[src/rtl/te_pkg.sv]
// Mode encoding and per-mode shift/round constants for the TE 3x3 edge-preserving filter.
// TE_ROUND_EN selects rounded (half-LSB added, saturated) versus truncating output.
package te_pkg;

    localparam int unsigned TE_MODE_W = 2;

    localparam logic [TE_MODE_W-1:0] TE_BYPASS = 2'd0;
    localparam logic [TE_MODE_W-1:0] TE_SMOOTH = 2'd1;
    localparam logic [TE_MODE_W-1:0] TE_HORIZ  = 2'd2;
    localparam logic [TE_MODE_W-1:0] TE_VERT   = 2'd3;

    // Four guard bits hold 16*(2^DATA_W-1) plus the largest rounding term.
    function automatic int unsigned sum_w(input int unsigned data_w);
        return data_w + 4;
    endfunction

    function automatic logic [2:0] mode_shift(input logic [TE_MODE_W-1:0] mode);
        case (mode)
            TE_SMOOTH: return 3'd4;
            TE_HORIZ:  return 3'd2;
            TE_VERT:   return 3'd2;
            default:   return 3'd0;
        endcase
    endfunction

    function automatic logic [3:0] mode_round(input logic [TE_MODE_W-1:0] mode);
        case (mode)
            TE_SMOOTH: return 4'd8;
            TE_HORIZ:  return 4'd2;
            TE_VERT:   return 4'd2;
            default:   return 4'd0;
        endcase
    endfunction

endpackage

[src/rtl/te_row_sum.sv]
// One row of the 3x3 kernel: either left+2*mid+right or mid alone, optionally doubled,
// forced to zero when the row is unused by the current mode. Purely combinational.
module te_row_sum
    import te_pkg::*;
#(
    parameter int unsigned DATA_W = 8,
    parameter int unsigned SUM_W  = sum_w(DATA_W)
) (
    input  logic [DATA_W-1:0] i_left,
    input  logic [DATA_W-1:0] i_mid,
    input  logic [DATA_W-1:0] i_right,
    input  logic              i_side_en,
    input  logic              i_dbl,
    input  logic              i_en,
    output logic [SUM_W-1:0]  o_sum
);

    logic [SUM_W-1:0] w_base;

    always_comb begin
        w_base = SUM_W'(i_mid);
        if (i_side_en) begin
            w_base = SUM_W'(i_left) + (SUM_W'(i_mid) << 1) + SUM_W'(i_right);
        end
        o_sum = '0;
        if (i_en) begin
            o_sum = i_dbl ? (w_base << 1) : w_base;
        end
    end

endmodule

[src/rtl/te_filter_pipe.sv]
// Three-stage elastic 3x3 TE filter: row sums, total (+round), shift/saturate.
// Define TE_ROUND_EN for rounded, saturated output; otherwise the shift truncates.
module te_filter_pipe
    import te_pkg::*;
#(
    parameter int unsigned DATA_W = 8,
    parameter int unsigned MODE_W = TE_MODE_W
) (
    input  logic                clk,
    input  logic                rst_n,
    input  logic                in_valid,
    output logic                in_ready,
    input  logic                in_sof,
    input  logic [MODE_W-1:0]   in_mode,
    input  logic [9*DATA_W-1:0] in_win,
    output logic                out_valid,
    input  logic                out_ready,
    output logic                out_sof,
    output logic [DATA_W-1:0]   out_pix
);

    localparam int unsigned SUM_W = sum_w(DATA_W);

    logic              w_ld1, w_ld2, w_ld3, w_acc;
    logic [MODE_W-1:0] w_mode_cur;
    logic [2:0]        w_en, w_side, w_dbl;
    logic [SUM_W-1:0]  w_row [3];
    logic [SUM_W-1:0]  w_sum2;
    logic [DATA_W-1:0] w_pix;

    logic              r_v1, r_v2, r_v3;
    logic              r_sof1, r_sof2, r_sof3;
    logic [MODE_W-1:0] r_mode, r_mode1, r_mode2;
    logic [SUM_W-1:0]  r_row1 [3];
    logic [SUM_W-1:0]  r_sum2;
    logic [DATA_W-1:0] r_pix3;

    // A stage takes new data when empty or when its successor takes its current beat.
    assign w_ld3    = !r_v3 || out_ready;
    assign w_ld2    = !r_v2 || w_ld3;
    assign w_ld1    = !r_v1 || w_ld2;
    assign in_ready = w_ld1;
    assign w_acc    = in_valid && w_ld1;

    // The sof beat itself already uses the newly selected kernel.
    assign w_mode_cur = (w_acc && in_sof) ? in_mode : r_mode;

    always_comb begin
        w_en   = 3'b000;
        w_side = 3'b000;
        w_dbl  = 3'b000;
        case (w_mode_cur)
            TE_BYPASS: w_en = 3'b010;
            TE_SMOOTH: begin
                w_en   = 3'b111;
                w_side = 3'b111;
                w_dbl  = 3'b010;
            end
            TE_HORIZ: begin
                w_en   = 3'b010;
                w_side = 3'b010;
            end
            TE_VERT: begin
                w_en  = 3'b111;
                w_dbl = 3'b010;
            end
            default: ;
        endcase
    end

    for (genvar g = 0; g < 3; g++) begin : g_row
        te_row_sum #(
            .DATA_W (DATA_W),
            .SUM_W  (SUM_W)
        ) u_row_sum (
            .i_left    (in_win[(3*g)*DATA_W +: DATA_W]),
            .i_mid     (in_win[(3*g+1)*DATA_W +: DATA_W]),
            .i_right   (in_win[(3*g+2)*DATA_W +: DATA_W]),
            .i_side_en (w_side[g]),
            .i_dbl     (w_dbl[g]),
            .i_en      (w_en[g]),
            .o_sum     (w_row[g])
        );
    end

`ifdef TE_ROUND_EN
    logic [SUM_W-1:0] w_shift;

    assign w_sum2  = r_row1[0] + r_row1[1] + r_row1[2] + SUM_W'(mode_round(r_mode1));
    assign w_shift = r_sum2 >> mode_shift(r_mode2);
    assign w_pix   = (w_shift > SUM_W'({DATA_W{1'b1}})) ? {DATA_W{1'b1}} : w_shift[DATA_W-1:0];
`else
    assign w_sum2 = r_row1[0] + r_row1[1] + r_row1[2];
    assign w_pix  = DATA_W'(r_sum2 >> mode_shift(r_mode2));
`endif

    always_ff @(posedge clk or negedge rst_n) begin
        if (!rst_n) begin
            r_mode  <= TE_SMOOTH;
            r_v1    <= 1'b0;
            r_v2    <= 1'b0;
            r_v3    <= 1'b0;
            r_sof1  <= 1'b0;
            r_sof2  <= 1'b0;
            r_sof3  <= 1'b0;
            r_mode1 <= TE_SMOOTH;
            r_mode2 <= TE_SMOOTH;
            r_row1  <= '{default: '0};
            r_sum2  <= '0;
            r_pix3  <= '0;
        end else begin
            if (w_acc && in_sof) begin
                r_mode <= in_mode;
            end
            if (w_ld1) begin
                r_v1    <= in_valid;
                r_sof1  <= in_valid && in_sof;
                r_mode1 <= w_mode_cur;
                r_row1  <= w_row;
            end
            if (w_ld2) begin
                r_v2    <= r_v1;
                r_sof2  <= r_sof1;
                r_mode2 <= r_mode1;
                r_sum2  <= w_sum2;
            end
            if (w_ld3) begin
                r_v3   <= r_v2;
                r_sof3 <= r_sof2;
                r_pix3 <= w_pix;
            end
        end
    end

    assign out_valid = r_v3;
    assign out_sof   = r_sof3;
    assign out_pix   = r_pix3;

endmodule
[config.mk]
export PLATFORM = sky130hd
export DESIGN_NAME = te_filter_pipe
export DESIGN_NICKNAME = d
export VERILOG_FILES = /design/src/rtl/te_pkg.sv /design/src/rtl/te_row_sum.sv /design/src/rtl/te_filter_pipe.sv
export SDC_FILE = /design/constraint.sdc
export NUM_CORES = 1
export LEC_CHECK = 0
export CAP_MARGIN = 15
export CORE_ASPECT_RATIO = 1.4
export CORE_MARGIN = 2
export CORE_UTILIZATION = 59
export DETAILED_ROUTE_END_ITERATION = 16
export PLACE_DENSITY = 0.89
export RECOVER_POWER = 50
export SETUP_SLACK_MARGIN = 0.4
export SYNTH_ARGS = -nofsm -noshare
export SYNTH_HDL_FRONTEND = slang
export SYNTH_SLANG_ARGS = --single-unit
[constraint.sdc]
create_clock -name clk -period 4.6 [get_ports clk]
set_clock_uncertainty 0.2 [all_clocks]
set_input_delay 0.69 -clock clk [delete_from_list [all_inputs] [get_ports clk]]
set_output_delay 0.69 -clock clk [all_outputs]
set_load 0.02 [all_outputs]
; After elaboration in Yosys (flattened, before gate mapping)
; Index checks and enable logic that the tools add are counted.
[totals]
inputBits = 79
regBits = 68
word_cells = 56
output_inout_bits = 11
[op_classes]
eq_ne = 6
shift = 1
n_mux = 14
addsub = 8
n_reduce_logical = 13
[op_table]
columns = op, n
row1 = $mux W12, 9
row2 = $add A12 B8 Y12, 3
row3 = $add A8 B9 Y10, 3
row4 = $add A12 B12 Y12, 2
row5 = $pmux W3 S2, 3
row6 = $shr A12 B3 Y8, 1
row7 = $eq A2 B2 Y1 const B, 4
row8 = $reduce_or A2 Y1, 3
row9 = $eq A2 B1 Y1 const B, 2
row10 = $mux W2, 2
row11 = $logic_and A1 B1 Y1, 3
row12 = $logic_not A1 Y1, 3
row13 = $logic_or A1 B1 Y1, 3
row14 = $logic_not A2 Y1, 1

; Logic depth before layout (Yosys ltp)
[logic_depth]
word_depth = 12
ltp_mapped = 17
ltp_nobuf = 17

; By module
; Synthesis repeated with hierarchy kept, for this count alone.
[unflattened]
hier_cells = 568
hier_area_um2 = 5641.7
[modules_own_cells]
columns = module, area_each_um2, cells_per_inst, n_inst, seq_area_each_um2
row1 = te_filter_pipe, 3460.8, 295, 1, 1705.4
row2 = te_row_sum, 726.9, 91, 3, 0.0

; Least setup slack after synthesis
; No wires, ideal clock.
[synth_path]
kind = in2reg
from = input in_win[25]
to = register r_row1[20] in the netlist's numbering
slack_ns = 0.992
path_buffers = 0
cell_stages = 14
setup_time_ns = 0.104
required_ns = 4.296
arrival_time_ns = 3.305
path_cell_list = ha_1 > inv_1 > fa_1 > nor2b_1 > o21ai_0 > a21boi_0 > a21oi_1 > ha_1 > and2_1 > a221o_1 > a21oi_1 > xor2_1 > o21a_1 > a221oi_1
[synth_between]
elab_chain_len = 5
[synth_lines]
columns = element, line_no
row1 = "start, declared", te_filter_pipe.sv:15  ; input logic [9*DATA_W-1:0] in_win,
row2 = $add A8 B9 Y10, te_row_sum.sv:23  ; w_base = SUM_W'(i_left) + (SUM_W'(i_mid) << 1) + SUM_W'(i_right);
row3 = $add A12 B8 Y12, te_row_sum.sv:23
row4 = $mux W12, te_row_sum.sv:22  ; if (i_side_en) begin
row5 = $mux W12, te_row_sum.sv:27  ; o_sum = i_dbl ? (w_base << 1) : w_base;
row6 = $mux W12, te_row_sum.sv:26  ; if (i_en) begin
row7 = "end signal, assigned", te_filter_pipe.sv:119  ; r_row1 <= w_row;
row8 = "end, declared", te_filter_pipe.sv:34  ; logic [SUM_W-1:0] r_row1 [3];
; No other way between the ends.
; A chain may end at the register's enable or synchronous reset.

; Worst setup path after layout
[layout_path]
from = input in_win[32]
to = register r_row1[20] in the netlist's numbering
; The elaborated chain is that of the path after synthesis.

==> out/results.tsv <==
stage	metric	value	unit
timing	period utilisation layout	0.886	
placed_design	hpwl dp	10600	um
timing	RSZ-0062 raised after global routing	false	
cells_and_area	area delta synth->final	24.3	%
logic_synthesis	area leader, netlist	dfrtp_1	
floorplan	core area	8980	um^2
pwr	clock share of power	0.215	
grt	initial antenna violation count	0	
logic_synthesis	Post-synth ARST share	1.00	
logic_synthesis	simple-gate share of the synthesized area	0.141	
worst_hold_path	Hold Path Sink	out_pix[0]	
clocking	clock sink count	66	
route	Via Count	4956	
route	DRC viols	0	
cells_and_area	Non-Filler Instances	804	
pwr	peak supply drop	0.403	mV
logic_synthesis	top-count cell post-synth	nand2_1	
setup_path	Reg2Reg Depth	11	
pwr	sequential power share	0.283	
logic_synthesis	syn nets	755	
route	routed wire length	13900	um
clocking	CTS tree	done	
floorplan	# rows	41	
floorplan	Chip Width	84.8	um
setup_path	reg2reg end	r_sum2[11]	
logic_synthesis	Yosys cell types	58	
logic_synthesis	synth cell count leaders	nand2_1 (64), dfrtp_1 (63), o21ai_0 (60), nor2_1 (57), ha_1 (56)	
grt	largest net degree at the start of global routing	67	
pwr	net switching power	1320	uW
pwr	PwrDens	493	nW/um^2
setup_path	Critical R2R Launch	r_row1[13]	
clocking	CTS clk-pin slew, worst paths	0.06	ns
setup_path	maximum net fanout on the critical path	6	
worst_hold_path	Hold Crit Class	reg -> reg	
timing	Final Max Tran Viols	67	
logic_synthesis	largest cells by area after synthesis	dfrtp_1 (29%), ha_1 (13%), fa_1 (6.7%)	
route	Starting DRT DRC Count	280	
status	status	complete, but fails checks	
pwr	internal power	1990	uW
clocking	CTS H-tree lvls	3	
pwr	Sw Ratio	0.399	
grt	first-pass GRT wire length	23100	um
placed_design	IO Port Bufs	89	
cells_and_area	share of layout cells above drive strength 1	0.0574	
timing	Worst slew margin	-0.0685	
logic_synthesis	post-synthesis sequential area ratio	0.307	
setup_path	r2r setup slk	1.39	ns
logic_synthesis	synthesized area	5400	um^2
grt	vias in the first global route	5026	
route	Final ANT Viol Nets	0	
cells_and_area	nets@finish	845	
clocking	clk_lat worst skew	0.33	ns
route	Avg WL per Cell	17.3	um
timing	Slew @ Worst Pin	1.60	ns
clocking	Max clock buf depth	2	
route	vias per std cell	6.16	
timing	setup total negative slack	0	ns
setup_path	type of origin of the critical path	primary input	
setup_path	CP endpoint kind	register	
setup_path	crit path from	in_win[32]	
logic_synthesis	Top FF cell, synth	dfrtp_1	
clocking	TritonCTS Buffers	9	
pwr	leakage	0.00303	uW
logic_synthesis	largest family of logic cells by synthesized area	compound AO/OA/AOI/OAI gates	
floorplan	die area	9940	um^2
worst_hold_path	Hold Crit Depth	2	
logic_synthesis	synthesized-area fraction occupied by xor and xnor cells	0.0682	
grt	total gr overflow	0	
logic_synthesis	Yosys warning count	0	
timing	Hold Vio Cnt, Final	0	
setup_path	WS Path Type	in -> reg	
worst_hold_path	hold path start	out_pix[0]	
cells_and_area	# diodes	0	
logic_synthesis	Compound-Gate Fraction of Synth Area	0.203	
floorplan	Top-Level Pins	90	
setup_path	CP required	4.63	ns
placed_design	placed cell count	786	
setup_path	CP arrival	4.10	ns
logic_synthesis	syn_area_per_cell	8.96	um^2
pwr	Comb power frac	0.502	
logic_synthesis	post-synthesis mux area share	0.0494	
run	max-capacitance violation count	1	
logic_synthesis	cell count after synthesis	602	
timing	min cycle time layout	4.08	ns
logic_synthesis	Seq cells post-synth	66	
cells_and_area	number of fill cells in the layout	613	
timing	Max Freq	0.245	GHz
route	drt pass-1 iters	6	
grt	gr usage total	0.292	
logic_synthesis	Post-Synth Adder-Cell Area	0.197	
clocking	Root Driver	clkbuf_16	
timing	Setup Viol. Count Final	0	
placed_design	GPL Wtd Cong	0.883	
logic_synthesis	EDFF count, synth	0	
logic_synthesis	post-synth top area share	0.292	
floorplan	Starting Density	0.601	
floorplan	Die Y	117	um
status	failing checks	max-capacitance violations, max-slew violations	
==> state kept, by name, summed over array words and instances (netlist names) <==
signal and cells:
r_row1 34, r_sum2 12, r_sof2 1, r_v1 1, r_mode1 2, out_valid 1, out_pix 8, out_sof 1
r_mode2 2, r_mode 2, r_v2 1, r_sof1 1
==> per-stage QoR <==
step                      setup WS, ns   util  hold WS, ns  area (um^2)  total power [uW]
after floorplan                  0.992      -        0.194         5400              2040
after global placement           0.387  0.712        0.248         6390              2410
after detailed placement         0.132  0.712        0.270         6390              2510
after CTS                        0.457  0.746        0.281         6700              3290
after global routing             0.356  0.747        0.303         6710              3520
final                            0.525  0.747        0.277         6710              3310
==> area by class of cell <==
cell class | count | area (um^2) | share of cell area
inverter | 31 | 119 | 0.0177
clock buffer | 13 | 240 | 0.0358
clock inverter | 3 | 65.1 | 0.00970
sequential | 66 | 1660 | 0.247
multi-input combinational | 487 | 3560 | 0.530
tap | 107 | 134 | 0.0200
timing repair buffer | 97 | 940 | 0.140
==> routing by layer <==
| metal | GRT usage | up-vias | part of all wire |
|---|---|---|---|
| met3 | 0.0477 | 55 | 0.057 |
| met2 | 0.559 | 242 | 0.54 |
| met1 | 0.320 | 2361 | 0.36 |
| met5 | 0 | - | 0 |
| li1 | - | 2298 | - |
| met4 | 0.120 | 0 | 0.037 |
==> cell families after synthesis <==
kind of cell    count (synthesis)
fa+ha+maj                      74
buf+inv                        49
xor+xnor                       42
mux                            25
simple gates                  166
compound gates                180
flops                          66
==> worst max-delay path, cell delays in order <==
cell and delay, ns:
clkdlybuf4s50_1 0.48, ha_1 0.21, inv_1 0.08, fa_1 0.41, nor2b_1 0.12, o21ai_0 0.12
a21boi_1 0.27, a21oi_1 0.09, ha_1 0.36, and2_1 0.18, a221o_1 0.33, a21oi_1 0.20
xor2_1 0.12, o21a_1 0.18, a221oi_1 0.27
==> power by group through the flow <==
| stage | Combinational, uW | Clock, uW | Sequential (uW) |
|---|---|---|---|
| 2_1_floorplan | 1110 | 0 | 924 |
| 3_3_place_gp | 1480 | 0 | 927 |
| 3_5_place_dp | 1560 | 0 | 940 |
| 4_1_cts | 1640 | 715 | 933 |
| 5_1_grt | 1820 | 739 | 958 |
| 6_report | 1660 | 712 | 936 |
==> repair_timing <==
item / CTS / global route
gates resized for setup: 0 / 4
setup buffers: 0 / 2
hold buffers: 0 / 0
endpoints found under the hold margin: 0 / 0
setup endpoints to repair: 0 / 6
==> worst max path at each step <==
stage	cells after the start	end	slack [ns]
3_3_place_gp	15	r_row1[20]	0.39
3_5_place_dp	15	r_row1[20]	0.13
5_1_grt	15	r_row1[20]	0.36
4_1_cts	15	r_row1[20]	0.46
2_1_floorplan	14	r_row1[20]	0.99
6_report	15	r_row1[20]	0.52
==> placed cells by master (no fill, tap or decap), types with 4 or more instances in the layout <==
master,n
a211oi_1,8
xor2_1,15
clkbuf_16,9
a21oi_1,54
nand2b_1,6
ha_1,56
or3_1,5
xnor2_1,27
inv_1,29
nor2_1,56
nor2b_1,7
dfrtp_1,63
o22ai_1,4
clkdlybuf4s50_1,87
mux2i_1,21
nor3_1,5
o21ai_0,59
o21a_1,11
a21o_1,14
clkbuf_1,5
nand2_1,64
o211ai_1,5
buf_4,6
fa_1,18
Power figures use the tool's default switching activity.
